### config.mk
export PLATFORM = sky130hd
export DESIGN_NAME = apb_master
export DESIGN_NICKNAME = d
export VERILOG_FILES = /design/src/rtl/apb_pkg.sv /design/src/rtl/apb_timeout_ctr.sv /design/src/rtl/apb_master.sv
export SDC_FILE = /design/constraint.sdc
export NUM_CORES = 1
export LEC_CHECK = 0
export CORE_MARGIN = 5
export CORE_UTILIZATION = 40
export DETAILED_ROUTE_END_ITERATION = 10
export HOLD_SLACK_MARGIN = 0.05
export PLACE_DENSITY = 0.8
export SETUP_SLACK_MARGIN = 0.3
export SLEW_MARGIN = 20
export SYNTH_ARGS = -nofsm -noshare
export SYNTH_HDL_FRONTEND = slang
export SYNTH_SLANG_ARGS = --single-unit
### constraint.sdc
create_clock -name pclk -period 14.65 [get_ports pclk]
set_clock_uncertainty 0.05 [all_clocks]
set_input_delay 4.395 -clock pclk [delete_from_list [all_inputs] [get_ports pclk]]
set_output_delay 4.395 -clock pclk [all_outputs]
set_load 0.05 [all_outputs]
### src/rtl/apb_pkg.sv
// Shared APB definitions: FSM states, command record and default bus widths,
// common to apb_master and apb_slave.
package apb_pkg;

    localparam int APB_ADDR_W         = 32;
    localparam int APB_DATA_W         = 32;
    localparam int APB_TIMEOUT_CYCLES = 16;

    typedef enum logic [1:0] {
        IDLE,
        SETUP,
        ACCESS
    } apb_state_e;

    typedef struct packed {
        logic                  write;
        logic [APB_ADDR_W-1:0] addr;
        logic [APB_DATA_W-1:0] wdata;
    } apb_cmd_t;

    // Counter width able to hold the value 'limit' itself.
    function automatic int ctr_width(input int limit);
        return $clog2(limit + 1);
    endfunction

endpackage

### src/rtl/apb_timeout_ctr.sv
// ACCESS-phase wait counter: cleared at SETUP, counts stalled ACCESS cycles and
// flags the stalled cycle that brings the count up to 'limit'.
module apb_timeout_ctr #(
    parameter int W = 5
) (
    input  logic         pclk,
    input  logic         prst,
    input  logic         clear,
    input  logic         inc,
    input  logic [W-1:0] limit,
    output logic         expired
);

    logic [W-1:0] count;

    always_ff @(posedge pclk or posedge prst) begin
        if (prst) begin
            count <= '0;
        end else if (clear) begin
            count <= '0;
        end else if (inc && (count != limit)) begin
            count <= count + 1'b1;
        end
    end

    // Expiry is decided in the stalled cycle itself so the abort lands on the same edge.
    assign expired = inc && (count == limit - 1'b1);

endmodule

### src/rtl/apb_master.sv
// APB requester: one valid/ready command at a time turned into a SETUP/ACCESS transfer.
// Optional macro APB_TIMEOUT_EN aborts ACCESS after TIMEOUT_CYCLES stalled cycles.
module apb_master
    import apb_pkg::*;
#(
    parameter int ADDR_W         = APB_ADDR_W,
    parameter int DATA_W         = APB_DATA_W,
    parameter int TIMEOUT_CYCLES = APB_TIMEOUT_CYCLES
) (
    input  logic              pclk,
    input  logic              prst,
    input  logic              cmd_valid,
    output logic              cmd_ready,
    input  logic              cmd_write,
    input  logic [ADDR_W-1:0] cmd_addr,
    input  logic [DATA_W-1:0] cmd_wdata,
    output logic              rsp_valid,
    output logic [DATA_W-1:0] rsp_rdata,
    output logic              rsp_err,
    output logic              psel,
    output logic              pen,
    output logic              pwrite,
    output logic [ADDR_W-1:0] paddr,
    output logic [DATA_W-1:0] pwdata,
    input  logic [DATA_W-1:0] prdata,
    input  logic              pready
);

    apb_state_e        state;
    logic [DATA_W-1:0] rd_hold;
    logic              timeout_hit;

`ifdef APB_TIMEOUT_EN
    localparam int CW = ctr_width(TIMEOUT_CYCLES);

    apb_timeout_ctr #(
        .W (CW)
    ) u_timeout (
        .pclk    (pclk),
        .prst    (prst),
        .clear   (state == SETUP),
        .inc     ((state == ACCESS) && !pready),
        .limit   (CW'(TIMEOUT_CYCLES)),
        .expired (timeout_hit)
    );
`else
    localparam int timeout_unused = TIMEOUT_CYCLES;
    assign timeout_hit = 1'b0;
`endif

    // cmd_ready rises one cycle after entering IDLE, giving the 4-cycle accept interval.
    always_ff @(posedge pclk or posedge prst) begin
        if (prst) begin
            state     <= IDLE;
            cmd_ready <= 1'b0;
            rsp_valid <= 1'b0;
            rsp_rdata <= '0;
            rsp_err   <= 1'b0;
            psel      <= 1'b0;
            pen       <= 1'b0;
            pwrite    <= 1'b0;
            paddr     <= '0;
            pwdata    <= '0;
            rd_hold   <= '0;
        end else begin
            rsp_valid <= 1'b0;
            rsp_err   <= 1'b0;
            case (state)
                IDLE: begin
                    rsp_rdata <= rd_hold;
                    if (cmd_ready && cmd_valid) begin
                        pwrite    <= cmd_write;
                        paddr     <= cmd_addr;
                        pwdata    <= cmd_wdata;
                        psel      <= 1'b1;
                        cmd_ready <= 1'b0;
                        state     <= SETUP;
                    end else begin
                        cmd_ready <= 1'b1;
                    end
                end
                SETUP: begin
                    pen   <= 1'b1;
                    state <= ACCESS;
                end
                ACCESS: begin
                    if (pready) begin
                        psel      <= 1'b0;
                        pen       <= 1'b0;
                        rsp_valid <= 1'b1;
                        state     <= IDLE;
                        if (pwrite) begin
                            rsp_rdata <= '0;
                        end else begin
                            rsp_rdata <= prdata;
                            rd_hold   <= prdata;
                        end
                    end else if (timeout_hit) begin
                        psel      <= 1'b0;
                        pen       <= 1'b0;
                        rsp_valid <= 1'b1;
                        rsp_err   <= 1'b1;
                        rsp_rdata <= '0;
                        state     <= IDLE;
                    end
                end
                default: begin
                    state <= IDLE;
                end
            endcase
        end
    end

endmodule

==> flow_summary_export.csv <==
group,metric,value,unit
power_and_ir_drop,ir_drop,0.000163,V
hold_path,hold_path_depth,1,
logic_synthesis,synth_area_leaders,"dfrtp_1 59%, mux2_2 15%, mux2i_1 5.5%, nor4bb_1 5.0%, mux2_4 4.4%",
detailed_routing,drt-initial-drc-count,267,
logic_synthesis,ys_top_cells_by_count,"135 x dfrtp_1, 78 x mux2_2, 34 x inv_1",
timing,final.setup.tns,0,ns
floorplan,die_h,130,um
placement,hpwlAfterDp,10100,um
global_routing,grt_max_degree,74,
floorplan,coreArea,14400,um2
clocking,clock-sinks,135,
setup_path,path_max_fanout,3,
final_layout,utilization,0.594,
final_layout,fin_nets,706,
floorplan,initial_core_util,0.402,
clocking,cts_tree,"done",
global_routing,track_usage,0.172,
logic_synthesis,synth_cell_type_count,21,
clocking,clk_latency,0.41,ns
setup_path,path_buf_inv,1,
timing,fin_crit_sh,0.414,
setup_path,crit_path_start_kind,"flip-flop",
power_and_ir_drop,power.density,281,nW/um2
setup_path,crit_start,"pen",
timing,final_max_slew_viol_count,0,
logic_synthesis,postSynthAreaPerCell,14.1,um2
setup_path,r2r_start,"state[0]",
power_and_ir_drop,p_total,2400,uW
placement,post-place-ws,8.29,ns
setup_path,worstSetupPathType,"flip-flop to primary output",
setup_path,slowest_delay,0.83,ns
logic_synthesis,synth_nets,509,
hold_path,hold_end,"pwdata[2]",
hold_path,hold_class,"flip-flop to flip-flop",
floorplan,core.rowCount,44,
detailed_routing,wl_per_cell,17.9,um
timing,max_freq,165,MHz
detailed_routing,drc,0,
logic_synthesis,yosys_warnings,0,
timing,hold_violations,0,
setup_path,timing.rr.end,"rsp_rdata[4]",
detailed_routing,drtAntennaViolNets,0,
clocking,root_buffer,"clkbuf_16",
power_and_ir_drop,leakage,0.00372,uW
clocking,hold_buffers,0,
hold_path,hold_path.startpoint,"pwdata[2]",
global_routing,met2_usage,0.283,
clocking,ctsResizeCount,0,
final_layout,syn_to_final_growth,47.8,%
final_layout,drive_gt1_frac,0.227,
setup_path,crit_chain,"clkdlybuf4s50_1",
timing,tightest_slew,0.993,ns
logic_synthesis,ys_ff_latch,135,
logic_synthesis,synth_area,5770,um2
setup_path,rrSetupSlack,12.19,ns
logic_synthesis,yosysMostFrequentCell,"dfrtp_1",
final_layout,stdcell_count,802,
setup_path,crit_family,"buffers and inverters",
job,maxCapViolations,0,
global_routing,antenna_found_initial,0,
placement,dp.cells,770,
clocking,htree_levels,4,
global_routing,met3_usage,0.0692,
global_routing,met1_usage,0.206,
detailed_routing,via_per_inst,4.93,
setup_path,worstPathArrival,1.63,ns
global_routing,grt_busiest_layer,"met2",
global_routing,first_global_vias,4398,
clocking,cts_setup_buffers,0,
status,status,"complete, no violations",
clocking,numCtsBuffers,17,
floorplan,die_area,16900,um2
global_routing,grt_pass1_wl,22400,um
timing,grt_setup_unrepaired,"no",
timing,fin_crit,6.07,ns
logic_synthesis,syn_inst,408,
setup_path,cpMaxStageDelayCell,"clkdlybuf4s50_1",
global_routing,grt-ovfl-total,0,
logic_synthesis,synth_edf_count,0,
logic_synthesis,async_flop_share,1.00,
clocking,cts.path.max_buffers,2,
logic_synthesis,synth-seq-area-share,0.585,
placement,routabilityCongestion,0.742,
detailed_routing,vias,3956,
timing,worst_slack,8.58,ns
floorplan,die_x,130,um
setup_path,critPathRequiredTime,10.20,ns
clocking,path_clk_slew,0.06,ns
final_layout,antenna_cells,0,
setup_path,endpoint_kind,"primary output",
logic_synthesis,synth_top_cell_area_share,0.585,
detailed_routing,wl,14300,um
logic_synthesis,synthFlopType,"dfrtp_1",
logic_synthesis,synth_top_area_cell,"dfrtp_1",
placement,port_buffers,201,
detailed_routing,dr.pass1.iters,4,
setup_path,reg2regPathDepth,5,
timing,setup_viol,0,
timing,timing.slew.headroom,0.338,
final_layout,nFillCells,1158,
floorplan,ios,203,
flip-flops by register name, summed over array words and instances, names as in the netlist:
name / count
pwdata: 32
pwrite: 1
cmd_ready: 1
state: 2
psel: 1
pen: 1
rsp_rdata: 32
rd_hold: 32
paddr: 32
rsp_valid: 1
report_power, final:
group	internal [uW]	leakage, uW	switching, uW
clock	306	0.000313	156
sequential	563	0.00162	110
combinational	495	0.00179	769
cell families after synthesis:
family | count (synthesis) | synth area share
flops | 135 | 0.585
mux | 129 | 0.256
buf+inv | 64 | 0.0561
simple gates | 42 | 0.0694
compound gates | 37 | 0.0327
other cells | 1 | 0.000650
metal layers:
layer | part of all wire | up-vias | routed length [um]
li1 | - | 1818 | -
met4 | 0.018 | 0 | 261
met2 | 0.50 | 141 | 7230
met3 | 0.085 | 21 | 1220
met5 | 0 | - | 0
met1 | 0.39 | 1976 | 5620
through the flow:
step | hold WS (ns) | area, um2
finish | 0.452 | 8530
global route | 0.462 | 8530
CTS | 0.458 | 8530
detailed placement | 0.442 | 7880
global placement | 0.422 | 7880
floorplan | 0.408 | 5770
worst max-delay path by stage:
stage / end / slack (ns) / cells past startpoint
final: pen / 8.58 / 1
after global routing: cmd_ready / 8.47 / 3
after CTS: pen / 8.55 / 1
after detailed placement: pwdata[23] / 8.29 / 3
after global placement: pwdata[20] / 8.33 / 3
after floorplan: cmd_ready / 6.59 / 1
layout by cell type (no fill, tap or decap), types with 2 or more instances in the layout:
cell type	synthesis	routed
mux2_4	17	17
nor2_1	5	5
nand2b_1	3	3
a21oi_1	33	33
clkinv_4	0	2
nor4bb_1	29	29
mux2_1	2	2
clkinv_2	0	4
mux2_2	78	78
buf_4	2	7
mux2i_1	32	32
clkdlybuf4s50_1	0	201
inv_1	34	33
o21ai_0	3	3
clkinvlp_4	0	2
bufinv_16	0	5
and4bb_2	3	3
dfrtp_1	135	135
clkbuf_16	0	17
cell type report:
cell class,instances,area [um2],share of cell area
clock inverters,13,203,0.0238
well taps,184,230,0.0270
repair buffers,208,2060,0.242
multi-input cells,209,2080,0.244
flip-flops and latches,135,3380,0.396
clock buffers,19,443,0.0519
inverters,34,133,0.0156
No activity file was read; power rests on OpenSTA's default activity.
